===== config.mk =====
export PLATFORM = sky130hd
export DESIGN_NAME = hazard_ctrl_flat
export DESIGN_NICKNAME = d
export VERILOG_FILES = /design/src/rtl/cpu_pkg.sv /design/src/rtl/hazard_ctrl_if.sv /design/src/rtl/hazard_decode.sv /design/src/rtl/hazard_ctrl.sv /design/src/flat_wrapper.sv
export SDC_FILE = /design/constraint.sdc
export NUM_CORES = 1
export LEC_CHECK = 0
export CAP_MARGIN = 20
export CORE_ASPECT_RATIO = 0.5
export CORE_UTILIZATION = 29
export CTS_CLUSTER_SIZE = 24
export DETAILED_ROUTE_END_ITERATION = 8
export PLACE_DENSITY = 0.69
export SYNTH_ARGS = -nofsm -noshare
export SYNTH_HDL_FRONTEND = slang
export SYNTH_SLANG_ARGS = --single-unit

===== constraint.sdc =====
create_clock -name clk -period 2.9 [get_ports clk]
set_input_delay 0.58 -clock clk [delete_from_list [all_inputs] [get_ports clk]]
set_output_delay 0.58 -clock clk [all_outputs]
set_load 0.01 [all_outputs]

===== src/rtl/cpu_pkg.sv =====
// Shared CPU definitions: opcodes, bubble encoding, PC select codes and the
// hazard controller state type. Pipeline registers import the same package.
package cpu_pkg;

    localparam logic [5:0] OP_RTYPE  = 6'h00;
    localparam logic [5:0] OP_J      = 6'h02;
    localparam logic [5:0] OP_JAL    = 6'h03;
    localparam logic [5:0] OP_BEQ    = 6'h04;
    localparam logic [5:0] OP_BNE    = 6'h05;
    localparam logic [5:0] OP_LW     = 6'h23;
    localparam logic [5:0] OP_SW     = 6'h2b;
    localparam logic [5:0] OP_BUBBLE = 6'h3f;

    localparam logic [31:0] BUBBLE_INST = 32'hff000000;

    localparam logic [1:0] PC_SRC_SEQ    = 2'b00;
    localparam logic [1:0] PC_SRC_BRANCH = 2'b01;
    localparam logic [1:0] PC_SRC_JUMP   = 2'b10;

    typedef enum logic [1:0] {
        ST_RUN      = 2'b00,
        ST_MEM_WAIT = 2'b01,
        ST_ERROR    = 2'b10
    } hz_state_t;

    function automatic logic [5:0] inst_opcode(input logic [31:0] inst);
        return inst[31:26];
    endfunction

    function automatic logic [4:0] inst_rs(input logic [31:0] inst);
        return inst[25:21];
    endfunction

    function automatic logic [4:0] inst_rt(input logic [31:0] inst);
        return inst[20:16];
    endfunction

endpackage


===== src/rtl/hazard_ctrl_if.sv =====
// Bundle between the hazard controller and the pipeline: stage instructions
// and status in, stall/flush/select controls and statistics out.
interface hazard_ctrl_if #(
    parameter int CNT_W = 16
);
    logic [31:0]      ifid_inst;
    logic [31:0]      idex_inst;
    logic [31:0]      exmem_inst;
    logic             exmem_zero;
    logic             mem_ready;
    logic             pc_enable;
    logic [1:0]       pc_src;
    logic             ifid_enable;
    logic             ifid_nop;
    logic             idex_nop;
    logic             exmem_nop;
    logic             pipe_hold;
    logic             mem_error;
    logic [CNT_W-1:0] stall_cnt;
    logic [CNT_W-1:0] flush_cnt;

    modport master (
        output ifid_inst, idex_inst, exmem_inst, exmem_zero, mem_ready,
        input  pc_enable, pc_src, ifid_enable, ifid_nop, idex_nop, exmem_nop,
        input  pipe_hold, mem_error, stall_cnt, flush_cnt
    );

    modport slave (
        input  ifid_inst, idex_inst, exmem_inst, exmem_zero, mem_ready,
        output pc_enable, pc_src, ifid_enable, ifid_nop, idex_nop, exmem_nop,
        output pipe_hold, mem_error, stall_cnt, flush_cnt
    );
endinterface


===== src/rtl/hazard_decode.sv =====
// Per-stage instruction classifier feeding the hazard controller.
// A bubble (opcode 3f) classifies as nothing and reads no register.
module hazard_decode
    import cpu_pkg::*;
(
    input  logic [31:0] i_inst,
    output logic        o_is_load,
    output logic        o_is_mem,
    output logic        o_is_branch_eq,
    output logic        o_is_branch_ne,
    output logic        o_is_jump,
    output logic        o_reads_rs,
    output logic        o_reads_rt,
    output logic [4:0]  o_rt
);

    logic [5:0] w_op;

    assign w_op = inst_opcode(i_inst);

    // Opcode classification
    always_comb begin
        o_is_load      = 1'b0;
        o_is_mem       = 1'b0;
        o_is_branch_eq = 1'b0;
        o_is_branch_ne = 1'b0;
        o_is_jump      = 1'b0;
        o_reads_rs     = 1'b1;
        o_reads_rt     = 1'b0;
        case (w_op)
            OP_RTYPE: begin
                o_reads_rt = 1'b1;
            end
            OP_LW: begin
                o_is_load = 1'b1;
                o_is_mem  = 1'b1;
            end
            OP_SW: begin
                o_is_mem   = 1'b1;
                o_reads_rt = 1'b1;
            end
            OP_BEQ: begin
                o_is_branch_eq = 1'b1;
                o_reads_rt     = 1'b1;
            end
            OP_BNE: begin
                o_is_branch_ne = 1'b1;
                o_reads_rt     = 1'b1;
            end
            OP_J, OP_JAL: begin
                o_is_jump  = 1'b1;
                o_reads_rs = 1'b0;
            end
            OP_BUBBLE: begin
                o_reads_rs = 1'b0;
            end
            default: begin
                o_reads_rs = 1'b1;
            end
        endcase
    end

    assign o_rt = inst_rt(i_inst);

endmodule


===== src/rtl/hazard_ctrl.sv =====
// Stall/flush controller for the five-stage pipeline: memory-wait freeze with
// timeout, branch flush, load-use stall, jump flush, plus saturating statistics.
module hazard_ctrl
    import cpu_pkg::*;
#(
    parameter int MEM_TIMEOUT = 16,
    parameter int CNT_W       = 16
) (
    input  logic          clk,
    input  logic          rst,
    hazard_ctrl_if.slave  bus
);

    localparam logic [7:0] WAIT_LAST = 8'(MEM_TIMEOUT - 1);

    hz_state_t        r_state;
    logic [7:0]       r_wait_cnt;
    logic             r_mem_error;
    logic [CNT_W-1:0] r_stall_cnt;
    logic [CNT_W-1:0] r_flush_cnt;

    logic w_id_load, w_id_mem, w_id_beq, w_id_bne, w_id_jump, w_id_rs, w_id_rt;
    logic w_ex_load, w_ex_mem, w_ex_beq, w_ex_bne, w_ex_jump, w_ex_rs, w_ex_rt;
    logic w_mm_load, w_mm_mem, w_mm_beq, w_mm_bne, w_mm_jump, w_mm_rs, w_mm_rt;
    logic [4:0] w_id_rt_idx, w_ex_rt_idx, w_mm_rt_idx;
    logic [4:0] w_id_rs_idx;

    logic       w_mem_wait;
    logic       w_branch;
    logic       w_load_use;
    logic       w_jump;
    logic       w_pc_enable;
    logic [1:0] w_pc_src;
    logic       w_ifid_enable;
    logic       w_ifid_nop;
    logic       w_idex_nop;
    logic       w_exmem_nop;
    logic       w_pipe_hold;
    logic       w_flush_act;

    hazard_decode u_dec_id (
        .i_inst         (bus.ifid_inst),
        .o_is_load      (w_id_load),
        .o_is_mem       (w_id_mem),
        .o_is_branch_eq (w_id_beq),
        .o_is_branch_ne (w_id_bne),
        .o_is_jump      (w_id_jump),
        .o_reads_rs     (w_id_rs),
        .o_reads_rt     (w_id_rt),
        .o_rt           (w_id_rt_idx)
    );

    hazard_decode u_dec_ex (
        .i_inst         (bus.idex_inst),
        .o_is_load      (w_ex_load),
        .o_is_mem       (w_ex_mem),
        .o_is_branch_eq (w_ex_beq),
        .o_is_branch_ne (w_ex_bne),
        .o_is_jump      (w_ex_jump),
        .o_reads_rs     (w_ex_rs),
        .o_reads_rt     (w_ex_rt),
        .o_rt           (w_ex_rt_idx)
    );

    hazard_decode u_dec_mem (
        .i_inst         (bus.exmem_inst),
        .o_is_load      (w_mm_load),
        .o_is_mem       (w_mm_mem),
        .o_is_branch_eq (w_mm_beq),
        .o_is_branch_ne (w_mm_bne),
        .o_is_jump      (w_mm_jump),
        .o_reads_rs     (w_mm_rs),
        .o_reads_rt     (w_mm_rt),
        .o_rt           (w_mm_rt_idx)
    );

    assign w_id_rs_idx = inst_rs(bus.ifid_inst);

    assign w_mem_wait = w_mm_mem & ~bus.mem_ready;
    assign w_branch   = (w_mm_beq & bus.exmem_zero) | (w_mm_bne & ~bus.exmem_zero);
    assign w_load_use = w_ex_load && (w_ex_rt_idx != 5'd0) &&
                        ((w_id_rs && (w_id_rs_idx == w_ex_rt_idx)) ||
                         (w_id_rt && (w_id_rt_idx == w_ex_rt_idx)));
    assign w_jump     = w_id_jump;

    // Control outputs: reset bubbles first, then freeze, then hazards by priority
    always_comb begin
        w_pc_enable   = 1'b1;
        w_pc_src      = PC_SRC_SEQ;
        w_ifid_enable = 1'b1;
        w_ifid_nop    = 1'b0;
        w_idex_nop    = 1'b0;
        w_exmem_nop   = 1'b0;
        w_pipe_hold   = 1'b0;
        w_flush_act   = 1'b0;
        if (rst) begin
            w_pc_enable   = 1'b0;
            w_ifid_enable = 1'b0;
            w_ifid_nop    = 1'b1;
            w_idex_nop    = 1'b1;
            w_exmem_nop   = 1'b1;
        end else if ((r_state == ST_ERROR) || w_mem_wait) begin
            w_pc_enable   = 1'b0;
            w_ifid_enable = 1'b0;
            w_pipe_hold   = 1'b1;
        end else if (w_branch) begin
            w_pc_src    = PC_SRC_BRANCH;
            w_ifid_nop  = 1'b1;
            w_idex_nop  = 1'b1;
            w_exmem_nop = 1'b1;
            w_flush_act = 1'b1;
        end else if (w_load_use) begin
            w_pc_enable   = 1'b0;
            w_ifid_enable = 1'b0;
            w_idex_nop    = 1'b1;
        end else if (w_jump) begin
            w_pc_src    = PC_SRC_JUMP;
            w_ifid_nop  = 1'b1;
            w_flush_act = 1'b1;
        end else begin
            w_pc_enable = 1'b1;
        end
    end

    // Memory-wait FSM with timeout counter and sticky error flag
    always_ff @(posedge clk) begin
        if (rst) begin
            r_state     <= ST_RUN;
            r_wait_cnt  <= 8'd0;
            r_mem_error <= 1'b0;
        end else begin
            case (r_state)
                ST_RUN: begin
                    if (w_mem_wait) begin
                        r_state    <= ST_MEM_WAIT;
                        r_wait_cnt <= 8'd0;
                    end else begin
                        r_state <= ST_RUN;
                    end
                end
                ST_MEM_WAIT: begin
                    if (!w_mem_wait) begin
                        r_state <= ST_RUN;
                    end else if (r_wait_cnt == WAIT_LAST) begin
                        r_state     <= ST_ERROR;
                        r_mem_error <= 1'b1;
                    end else begin
                        r_wait_cnt <= r_wait_cnt + 8'd1;
                    end
                end
                ST_ERROR: begin
                    r_state     <= ST_ERROR;
                    r_mem_error <= 1'b1;
                end
                default: begin
                    r_state <= ST_RUN;
                end
            endcase
        end
    end

    // Saturating stall and flush statistics
    always_ff @(posedge clk) begin
        if (rst) begin
            r_stall_cnt <= {CNT_W{1'b0}};
            r_flush_cnt <= {CNT_W{1'b0}};
        end else begin
            if (!w_pc_enable && (r_stall_cnt != {CNT_W{1'b1}})) begin
                r_stall_cnt <= r_stall_cnt + CNT_W'(1);
            end else begin
                r_stall_cnt <= r_stall_cnt;
            end
            if (w_flush_act && (r_flush_cnt != {CNT_W{1'b1}})) begin
                r_flush_cnt <= r_flush_cnt + CNT_W'(1);
            end else begin
                r_flush_cnt <= r_flush_cnt;
            end
        end
    end

    assign bus.pc_enable   = w_pc_enable;
    assign bus.pc_src      = w_pc_src;
    assign bus.ifid_enable = w_ifid_enable;
    assign bus.ifid_nop    = w_ifid_nop;
    assign bus.idex_nop    = w_idex_nop;
    assign bus.exmem_nop   = w_exmem_nop;
    assign bus.pipe_hold   = w_pipe_hold;
    assign bus.mem_error   = r_mem_error;
    assign bus.stall_cnt   = r_stall_cnt;
    assign bus.flush_cnt   = r_flush_cnt;

endmodule


===== src/flat_wrapper.sv =====
// flat-port wrapper written by rule: the top's interface ports become plain ports
module hazard_ctrl_flat import cpu_pkg::*;
#(
    parameter int MEM_TIMEOUT = 16,
    parameter int CNT_W       = 16
)
  (clk, rst, bus_ifid_inst, bus_idex_inst, bus_exmem_inst, bus_exmem_zero, bus_mem_ready, bus_pc_enable, bus_pc_src, bus_ifid_enable, bus_ifid_nop, bus_idex_nop, bus_exmem_nop, bus_pipe_hold, bus_mem_error, bus_stall_cnt, bus_flush_cnt);
  hazard_ctrl_if #(.CNT_W(CNT_W)) bus_i ();
  input  logic clk;
  input  logic rst;
  input wire logic [$bits(bus_i.ifid_inst)-1:0] bus_ifid_inst;
  input wire logic [$bits(bus_i.idex_inst)-1:0] bus_idex_inst;
  input wire logic [$bits(bus_i.exmem_inst)-1:0] bus_exmem_inst;
  input wire logic [$bits(bus_i.exmem_zero)-1:0] bus_exmem_zero;
  input wire logic [$bits(bus_i.mem_ready)-1:0] bus_mem_ready;
  output wire logic [$bits(bus_i.pc_enable)-1:0] bus_pc_enable;
  output wire logic [$bits(bus_i.pc_src)-1:0] bus_pc_src;
  output wire logic [$bits(bus_i.ifid_enable)-1:0] bus_ifid_enable;
  output wire logic [$bits(bus_i.ifid_nop)-1:0] bus_ifid_nop;
  output wire logic [$bits(bus_i.idex_nop)-1:0] bus_idex_nop;
  output wire logic [$bits(bus_i.exmem_nop)-1:0] bus_exmem_nop;
  output wire logic [$bits(bus_i.pipe_hold)-1:0] bus_pipe_hold;
  output wire logic [$bits(bus_i.mem_error)-1:0] bus_mem_error;
  output wire logic [$bits(bus_i.stall_cnt)-1:0] bus_stall_cnt;
  output wire logic [$bits(bus_i.flush_cnt)-1:0] bus_flush_cnt;
  assign bus_i.ifid_inst = bus_ifid_inst;
  assign bus_i.idex_inst = bus_idex_inst;
  assign bus_i.exmem_inst = bus_exmem_inst;
  assign bus_i.exmem_zero = bus_exmem_zero;
  assign bus_i.mem_ready = bus_mem_ready;
  assign bus_pc_enable = bus_i.pc_enable;
  assign bus_pc_src = bus_i.pc_src;
  assign bus_ifid_enable = bus_i.ifid_enable;
  assign bus_ifid_nop = bus_i.ifid_nop;
  assign bus_idex_nop = bus_i.idex_nop;
  assign bus_exmem_nop = bus_i.exmem_nop;
  assign bus_pipe_hold = bus_i.pipe_hold;
  assign bus_mem_error = bus_i.mem_error;
  assign bus_stall_cnt = bus_i.stall_cnt;
  assign bus_flush_cnt = bus_i.flush_cnt;
  hazard_ctrl #(.MEM_TIMEOUT(MEM_TIMEOUT), .CNT_W(CNT_W)) u_core (.clk(clk), .rst(rst), .bus(bus_i));
endmodule

==> impl_metrics.ini, run 1 <==
[status]
outcome = finished, violations left
violations = setup timing

[pwr]
internal_power_w = 0.00110
leakage_power_nw = 1.54
power.switching_w = 0.000322
seq_power_share_pct = 42.1
power-per-cell-area_mw_per_mm2 = 358
power_frac_comb_pct = 12.2
irDropWorstVdd_v = 0.000241
clockPowerShare_pct = 45.7
power.switching_fraction_pct = 22.7

[synthesis]
synth_cell_types = 50
post_synth.cell_area_avg_um2 = 8.39
ys_dominant_reg_cell = dfxtp_1
synth_nets = 405
synth-warning-count = 0
synth_top_area_cell = dfxtp_1
synth_seq_area_share_pct = 34.0
synth-seq-cells = 43
yosysTopAreaCellShare_pct = 34.0
synth-edff-count = 0
post_synthesis_instance_total = 302
ys_top_cells_by_area = dfxtp_1 (34%), xnor2_1 (6.9%), nor2_1 (6.2%)
async_reset_ff_share_pct = 0
synth_area_mm2 = 0.00253

[timing]
finalWorstSetupSlack_ns = -0.0167
finClkSkew_ns = 0.00701
setup-violations-final = 1
shortest_clock_period_the_worst_path_allows_after_layout_ns = 2.92
post_route_fraction_of_the_period_consumed_by_the_critical_path_pct = 101
timing_max_transition_violations_final = 0
slew_margin_rel_pct = 68.8
fmaxAchievable_mhz = 343
timing_hold_violations_final = 0
worstMarginPinSlew_ns = 0.466

[setup_path]
critPathKind = primary input to output port
r2r_worst_path_depth = 6
end_kind = output port
worstReg2RegStart = u_core.bus.stall_cnt[0]
crit_fanout = 3
timing.critical_path.from_type = primary input
r2r_slack_ns = 0.93
cp_data_required_time_ns = 2.32
crit_arrival_ns = 2.34
timing.rr.end = u_core.bus.stall_cnt[7]

[floorplanning]
initial_utilization_pct = 30.8
num_io_pins = 141
placementRows = 23
die_y_um = 68.1
design.core.area_mm2 = 0.00823
chipWidth_um = 134
floorplan.die_area_mm2 = 0.00914

[final_layout]
non_filler_cells_in_the_finished_layout = 535
areaGrowthSynthToFinish_pct = 56.7
design.final.nets = 525
final_design_area_no_fill_mm2 = 0.00397
fraction_of_layout_cells_with_a_size_suffix_above_1_pct = 19.6
layout_commonest_cell = clkdlybuf4s50_1
final.fill_count = 787
layout.cells.most_common_list = clkdlybuf4s50_1 (52), buf_4 (44), dfxtp_1 (43)
diodes = 0

[hold_path]
min_path_cells = 2
timing.hold.worst.class = register to register
min_from = u_core.bus.mem_error
min_delay_worst_endpoint = u_core.bus.mem_error

[grt]
grt_pass1_vias = 2207
grt_start_max_net_pins = 31
total_routing_usage_reported_by_global_routing_pct = 14.1
antenna_found_initial = 0
grt_first_pass_wirelength_um = 10400
grt_overflow = 0

[drt]
route.vias.total = 2602
avgRoutedWirePerCell_um = 12.5
post_drt_via_cell_ratio = 4.86
drt_pre_antenna_iters = 4
first_iter_violations = 165
drt-total-wl_um = 6680
final_antenna_net_count = 0
remaining_drc_errors = 0

[cts]
clock_tree_buf_depth = 2
cts_inserted_buffers = 5
htreeDepth = 2
root_buffer = clkbuf_16
clock_latency_ns = 0.29
worst_setup_hold_path_clk_slew_ns = 0.06
cts_tree = yes
clkSinkCount = 43
post_cts_hold_buffer_count = 0

[place]
place.detailed.hpwl_um = 5130
dp_cells = 520
placement.cell_area_mm2 = 0.00369
port_buffers = 77
routability_congestion = 0.770

[run]
maxCapViolCount = 0
-- worst max-delay path, cell delays in order --
cell             delay (ns)
clkdlybuf4s50_1        0.51
nand2b_1               0.11
o311ai_0               0.45
nor4_1                 0.09
buf_4                  0.15
nor2_2                 0.12
a21oi_1                0.09
clkdlybuf4s15_2        0.24
-- state kept, by name, indices dropped and copies added (netlist names) --
register,cells
u_core.bus.flush_cnt,16
u_core.bus.mem_error,1
u_core.bus.stall_cnt,16
u_core.r_state,2
u_core.r_wait_cnt,8
-- worst max path at each step --
stage | from | endpoint | cells after the start
after floorplan | bus_exmem_inst[27] | bus_pc_enable | 6
after global placement | bus_exmem_inst[27] | bus_ifid_enable | 6
after detailed placement | bus_exmem_inst[27] | bus_pc_enable | 6
after CTS | bus_idex_inst[18] | bus_pc_enable | 9
after global routing | bus_ifid_inst[27] | bus_idex_nop | 8
final | bus_ifid_inst[27] | bus_idex_nop | 8
-- repair_timing --
item                       CTS  global route
setup endpoints to repair    8             5
buffers inserted             6             1
resized for setup           55            13
pin swaps                   13             8
cloned                       0             0
-- layer usage --
metal	global-route usage, %	vias up	share of wire [%]
li1	-	1344	-
met4	4.63	0	0.97
met3	2.22	5	2.5
met5	0	-	0
met2	24.0	29	49
met1	18.6	1224	48
-- area by class of cell --
class	count	area, um2	area share, %
Multi-Input combinational cell	242	1700	42.7
Timing Repair Buffer	122	1070	27.0
Sequential cell	43	861	21.7
Tap cell	112	140	3.53
Clock buffer	5	125	3.15
Clock inverter	3	46.3	1.17
Inverter	8	30.0	0.756
-- synth_stat cells, types with 2 or more instances --
cell type,number
mux2_1,11
nor3_2,6
nor3_1,6
nand2b_1,5
xnor2_1,20
clkbuf_1,6
and4_1,6
o2111ai_1,2
nand2_1,16
nor2_1,42
a31oi_1,3
or3_1,2
ha_1,3
o211ai_1,3
nor2b_1,16
o211ai_2,2
and3_1,8
xor2_1,8
o311ai_0,2
or4_1,5
dfxtp_1,43
nand3_1,17
nand4_1,9
nand3b_1,2
o21a_1,2
nor4_1,4
and2_1,4
a211oi_1,2
inv_1,8
a21oi_1,15
o31ai_1,5
-- stage by stage --
stage | hold slack, ns | utilization, % | setup WS (ns) | TNS [ns] | power [W]
6_report | 0.446 | 48.3 | -0.0167 | -0.0167 | 0.00142
5_1_grt | 0.482 | 48.3 | -0.104 | -0.104 | 0.00148
4_1_cts | 0.451 | 48.0 | 0.00673 | 0 | 0.00144
3_5_place_dp | 0.439 | 44.9 | -0.552 | -5.40 | 0.000781
3_3_place_gp | 0.436 | 44.9 | -0.508 | -4.53 | 0.000778
2_1_floorplan | 0.459 | - | 0.231 | 0 | 0.000673
-- power groups by stage --
stage	combinational (W)	clock (W)	sequential (W)
2_1_floorplan	0.0000612	0	0.000612
3_3_place_gp	0.000167	0	0.000612
3_5_place_dp	0.000170	0	0.000612
4_1_cts	0.000169	0.000673	0.000598
5_1_grt	0.000186	0.000700	0.000598
6_report	0.000173	0.000650	0.000598
-- kinds of logic after synthesis --
| family | Yosys count | share of synthesized area (%) |
|---|---|---|
| and+or+nand+nor | 155 | 34.6 |
| AOI/OAI and AO/OA | 44 | 12.2 |
| DFF | 43 | 34.0 |
| xor gates and xnor gates | 28 | 9.67 |
| adders and majority gates | 3 | 1.48 |
| buffers and inverters | 17 | 2.71 |
| muxes | 12 | 5.28 |
No activity file was read; power rests on OpenSTA's default activity.
==> run 2, diff against run 1 <==
--- a/config.mk
+++ b/config.mk
@@ -5,12 +5,13 @@
 export SDC_FILE = /design/constraint.sdc
 export NUM_CORES = 1
 export LEC_CHECK = 0
+export ABC_AREA = 1
 export CAP_MARGIN = 20
 export CORE_ASPECT_RATIO = 0.5
 export CORE_UTILIZATION = 29
 export CTS_CLUSTER_SIZE = 24
 export DETAILED_ROUTE_END_ITERATION = 8
-export PLACE_DENSITY = 0.69
+export PLACE_DENSITY = 0.68
 export SYNTH_ARGS = -nofsm -noshare
 export SYNTH_HDL_FRONTEND = slang
 export SYNTH_SLANG_ARGS = --single-unit
==> constraint.sdc (replaced) <==
create_clock -name clk -period 3.64 [get_ports clk]
set_input_delay 0.728 -clock clk [delete_from_list [all_inputs] [get_ports clk]]
set_output_delay 0.728 -clock clk [all_outputs]
set_load 0.01 [all_outputs]
==> impl_metrics.ini, run 2 <==
[status]
outcome = finished clean

[cts]
worst_setup_hold_path_clk_slew_ns = 0.06
clkSinkCount = 43
clock_latency_ns = 0.29
cts.repair.resized = 0
cts_tree = yes
post_cts_hold_buffer_count = 0
cts_inserted_buffers = 5
cts_setup_buffers = 0
root_buffer = clkbuf_16
htreeDepth = 2
clock_tree_buf_depth = 2

[floorplanning]
design.core.area_mm2 = 0.00895
initial_utilization_pct = 30.7
placementRows = 24
floorplan.die_area_mm2 = 0.00988
num_io_pins = 141
chipWidth_um = 140
die_y_um = 70.8

[synthesis]
post_synth_most_frequent_cells = nand2_1 (79), inv_1 (53), nor2_1 (50)
synth-warning-count = 0
synth_nets = 513
xor_xnor_portion_of_the_synthesized_cell_area_pct = 7.02
async_reset_ff_share_pct = 0
yosys.area_share.simple_pct = 40.3
post_synth.cell_area_avg_um2 = 6.69
ys_dominant_reg_cell = dfxtp_1
ys_top_cells_by_area = dfxtp_1 (31%), nand2_1 (11%), inv_1 (7.3%)
yosysTopAreaCellShare_pct = 31.4
post_synthesis_instance_total = 410
synth_most_common_cell = nand2_1
synth_seq_area_share_pct = 31.4
synth_cell_types = 37
synth-adder-area-share_pct = 1.37
synth-edff-count = 0
largest_family_of_logic_cells_by_synthesized_area = simple AND/OR/NAND/NOR gates
synth_top_area_cell = dfxtp_1
synth-compound-area-share_pct = 9.76
yosys-mux-area-fraction_pct = 0
synth-seq-cells = 43
synth_area_mm2 = 0.00274

[drt]
drt-total-wl_um = 6960
remaining_drc_errors = 0
final_antenna_net_count = 0
avgRoutedWirePerCell_um = 11.5
post_drt_via_cell_ratio = 4.67
drt_pre_antenna_iters = 4
route.vias.total = 2820
first_iter_violations = 208

[grt]
grt_pass1_vias = 2573
grt_start_max_net_pins = 20
grt_first_pass_wirelength_um = 11700
total_routing_usage_reported_by_global_routing_pct = 14.5
grt_overflow = 0
antenna_found_initial = 0

[hold_path]
timing.hold.worst.class = register to register

[timing]
fmaxAchievable_mhz = 304
fin_setup_tns_ns = 0
setup-violations-final = 0
timing_max_transition_violations_final = 0
timing_hold_violations_final = 0
post_route_fraction_of_the_period_consumed_by_the_critical_path_pct = 90.5
worstMarginPinSlew_ns = 0.414
slew_margin_rel_pct = 72.1
finClkSkew_ns = 0.00555
grt_setup_unrepaired = false
shortest_clock_period_the_worst_path_allows_after_layout_ns = 3.29

[pwr]
irDropWorstVdd_v = 0.000166
power-per-cell-area_mw_per_mm2 = 298
leakage_power_nw = 1.49

[final_layout]
areaGrowthSynthToFinish_pct = 38.3
layout.cells.most_common_list = nand2_1 (79), clkdlybuf4s50_1 (77), inv_1 (53)
final_design_area_no_fill_mm2 = 0.00379
fraction_of_layout_cells_with_a_size_suffix_above_1_pct = 6.98
diodes = 0
design.final.nets = 589
layout_commonest_cell = nand2_1
final.fill_count = 940

[setup_path]
cp_cell_sequence = clkdlybuf4s50_1 > nor2_1 > nand3_1 > nand2_1 > nor2_1 > nand2_1 > nand2_1 > nand2_2 > nand2_4 > nor3_1 > clkdlybuf4s50_1
path_common_cell = nand2_1
timing.critical_path.from_type = primary input
timing.rr.end = u_core.bus.stall_cnt[1]
slowest_cell_on_the_critical_path = clkdlybuf4s50_1
crit_arrival_ns = 2.57
worstReg2RegStart = u_core.bus.stall_cnt[0]
timing.critical_path.slowest_cell_delay_ns = 0.58
critPathKind = primary input to output port
crit_path_end = bus_pc_src[1]
r2r_slack_ns = 1.64
crit_fanout = 4
cp_data_required_time_ns = 2.91
end_kind = output port
r2r_worst_path_depth = 8
cp_startpoint = bus_ifid_inst[30]

[place]
port_buffers = 77
routability_congestion = 0.838
placement.cell_area_mm2 = 0.00362
place.detailed.hpwl_um = 5300

[run]
maxCapViolCount = 0
-- run 2: how the worst min path moves through the flow --
| stage | from | to | slack, ns | depth (start not counted) |
|---|---|---|---|---|
| 2_1_floorplan | u_core.r_wait_cnt[7] | u_core.r_wait_cnt[7] | 0.46 | 2 |
| 3_3_place_gp | u_core.bus.mem_error | u_core.bus.mem_error | 0.44 | 2 |
| 3_5_place_dp | u_core.bus.mem_error | u_core.bus.mem_error | 0.45 | 2 |
| 4_1_cts | u_core.bus.mem_error | u_core.bus.mem_error | 0.46 | 2 |
| 5_1_grt | u_core.bus.mem_error | u_core.bus.mem_error | 0.48 | 2 |
| 6_report | u_core.bus.mem_error | u_core.bus.mem_error | 0.45 | 2 |
-- run 2: where the power goes --
| part | switching, W | leakage [nW] | internal [W] | total (W) |
|---|---|---|---|---|
| registers | 0.00000405 | 0.347 | 0.000473 | 0.000477 |
| logic | 0.0000566 | 1.06 | 0.0000650 | 0.000122 |
| clock network | 0.000206 | 0.0844 | 0.000328 | 0.000533 |
-- run 2: per-layer routing --
layer / global-route usage, % / up-vias / part of all wire (%)
li1: - / 1496 / -
met1: 18.0 / 1273 / 47
met2: 25.7 / 41 / 48
met3: 2.37 / 10 / 3.0
met4: 5.25 / 0 / 1.6
met5: 0 / - / 0
-- run 2: logic make-up (layout without fill, tap and decap cells) --
group                    Yosys count  in the layout
AO/OA/AOI/OAI                     50             50
XOR/XNOR                          22             22
adder cells (fa/ha/maj)            3              3
buffers and inverters             68            145
flip-flops                        43             43
AND/OR/NAND/NOR                  224            224
-- run 2: metrics by stage --
step	hold WS, ns	std cells	power, W	util, %	setup WS, ns
5_1_grt	0.481	604	0.00117	42.4	0.169
3_3_place_gp	0.439	596	0.000608	40.5	0.344
6_report	0.451	604	0.00113	42.4	0.346
4_1_cts	0.459	604	0.00114	42.4	0.312
2_1_floorplan	0.458	410	0.000543	-	1.12
3_5_place_dp	0.450	596	0.000610	40.5	0.314
-- run 2: critical path: cells and delay by family --
kind	cells	cell delay, ns
buffers and inverters	2	1.03
and+or+nand+nor	9	0.80
-- run 2: final cells by class --
class	instances	area (um2)	share of cell area, %
Clock buffer	5	125	3.30
Clock inverter	3	47.5	1.25
Inverter	56	210	5.54
Multi-Input combinational cell	299	1600	42.3
Sequential cell	43	861	22.7
Tap cell	117	146	3.86
Timing Repair Buffer	81	801	21.1
==> RTL change (config.mk and constraints of run 1) <==
Encoding of `hz_state_t`: now one-hot (3 bits for 3 states).
--- a/src/rtl/cpu_pkg.sv
+++ b/src/rtl/cpu_pkg.sv
@@ -17,10 +17,10 @@
     localparam logic [1:0] PC_SRC_BRANCH = 2'b01;
     localparam logic [1:0] PC_SRC_JUMP   = 2'b10;
 
-    typedef enum logic [1:0] {
-        ST_RUN      = 2'b00,
-        ST_MEM_WAIT = 2'b01,
-        ST_ERROR    = 2'b10
+    typedef enum logic [2:0] {
+        ST_RUN      = 3'b001,
+        ST_MEM_WAIT = 3'b010,
+        ST_ERROR    = 3'b100
     } hz_state_t;
 
     function automatic logic [5:0] inst_opcode(input logic [31:0] inst);
Function: same outputs for any inputs over 10 cycles, from zero or initial values and one cycle with rst high; not proved beyond that.
==> RTL change against run 1 <==
- area after synthesis increased by 5.0%
- setup slack improved by 0.11 ns
- combinational power decreased by 2%
- final area increased by 2.4%
- synthesized cell count increased by 5.3%
- sequential power increased by 2%
- clock power decreased by 17%
- sequential cell count increased by 1
- routed wire length decreased by 0.24%
- first-iteration DRC count increased by 10%
- power decreased by 7.1%
- count of clock-buffer cells in the layout increased by 1
- critical path type unchanged
- largest cell class unchanged
==> RTL change: results (changes against run 1) <==
Synth Area in Adders 1.41% (-0.071 points); Filler cells 855 (+8.6%); WP data arrival 2.23 ns (-0.11 ns); final-layout clock buffer total 6 (+1); detailed placer's ending HPWL 5080 um (-0.90%); Non-clk invs 7 (-1); post-synthesis sequential area ratio 33.1% (-0.88 points); GPL Wtd Cong 0.775 (+0.69%); Clock-cell share 3.29% (-1.0 points); Synth Area in Compound Gates 14.8% (+2.6 points); wire length on met1 3200 um (+0.53%); comb_multi_in 255 (+5.4%); Detailed Route Iter0 Violations 182 (+10%); Post-Syn Area per Cell 8.37 um2 (-0.25%); Worst VDD drop 0.249 mV (+3.4%); Seq area share 21.7% (about the same); first-pass GRT wire length 11300 um (+8.9%); wire length on met2 3230 um (-1.2%); met2 global-route usage 24.5% (+0.48 points); DP Worst Slack -0.616 ns (-0.0643 ns); total wire length 6670 um (-0.24%); cell count after placement 536 (+3.1%); outcome finished, final reports clean; Mapped Nets 421 (+4.0%); drt wl/cell 12.1 um (-3.1%); XOR/XNOR Fraction of Synth Area 8.55% (-1.1 points); Max FO, Critical Path 2 (-1); unique cell type count in the Yosys netlist 54 (+8.0%); clock skew 0.00505 ns (-0.00195 ns); Signal buf overhead 27.0% (-0.070 points); clock transition at the registers of the reported paths 0.06 ns (about the same); synth top area cells dfxtp_1 (33%), nor2_1 (6.1%), mux2_1 (5.5%), a21oi_1 (4.3%), xnor2_1 (4.3%); vias in the first global route 2527 (+14%); area occupied by multi-input gates 0.00178 mm2 (+5.1%); Non-CTS buffers 121 (-0.82%); largest net degree at the start of global routing 26 (-16%); M3 GR Usage 2.19% (-0.029 points); seq_cells 44 (+2.3%); yosys warns 0 (unchanged); DR WL met3 166 um (+0.61%); All-Layer GR Usage 14.5% (+0.37 points); relative slew slack 67.6% (-1.2 points); LEAKAGE 1.55 nW (+0.94%)
-- RTL change: changes by cell type after synthesis, moves of 3 or more --
cell / delta
o21ai_0: +4
nand2_1: +5
xnor2_1: -7
a21oi_1: +8
or4_1: -3
o31ai_1: -5
or3_1: +3
clkbuf_1: +3
and4_1: -4
nor3_2: -6
xor2_1: +5
nand3_1: +4
-- RTL change: path summary, 6_finish.rpt --
kind,startpoint,endpoint,slack (ns),cells past startpoint
worst min register to register,u_core.bus.mem_error$_SDFFE_PP0P_,u_core.bus.mem_error$_SDFFE_PP0P_,0.46,2
worst min-delay path,u_core.bus.mem_error$_SDFFE_PP0P_,u_core.bus.mem_error$_SDFFE_PP0P_,0.46,2
worst max-delay path,bus_idex_inst[20],bus_ifid_enable,0.09,9
worst max register to register,u_core.bus.stall_cnt[0]$_SDFFE_PP0P_,u_core.bus.stall_cnt[13]$_SDFFE_PP0P_,0.79,7
-- RTL change: stage by stage --
stage | setup TNS, ns | area [um2] | util [%]
after floorplan | 0 | 2660 | -
after global placement | -3.94 | 3790 | 43.1
after detailed placement | -4.75 | 3790 | 43.1
after CTS | -0.0230 | 4010 | 45.6
after global routing | -0.00824 | 4070 | 46.2
final | 0 | 4070 | 46.2
-- RTL change: power breakdown --
group / internal (W) / total (W) / switching (W)
sequential: 0.000607 / 0.000610 / 0.00000331
combinational: 0.0000975 / 0.000169 / 0.0000717
clock: 0.000313 / 0.000541 / 0.000228
-- RTL change: what timing repair did --
item | in CTS | in global routing
setup endpoints to repair | 8 | 8
pin swaps | 14 | 10
resized for setup | 44 | 18
setup buffers | 5 | 3
-- RTL change: worst max-delay path: stages --
cell           delay [ns]
dlygate4sd2_1        0.24
or4_4                0.43
o211ai_4             0.22
buf_6                0.13
nor4_4               0.04
buf_4                0.14
o21ai_4              0.17
and2_4               0.19
buf_6                0.10
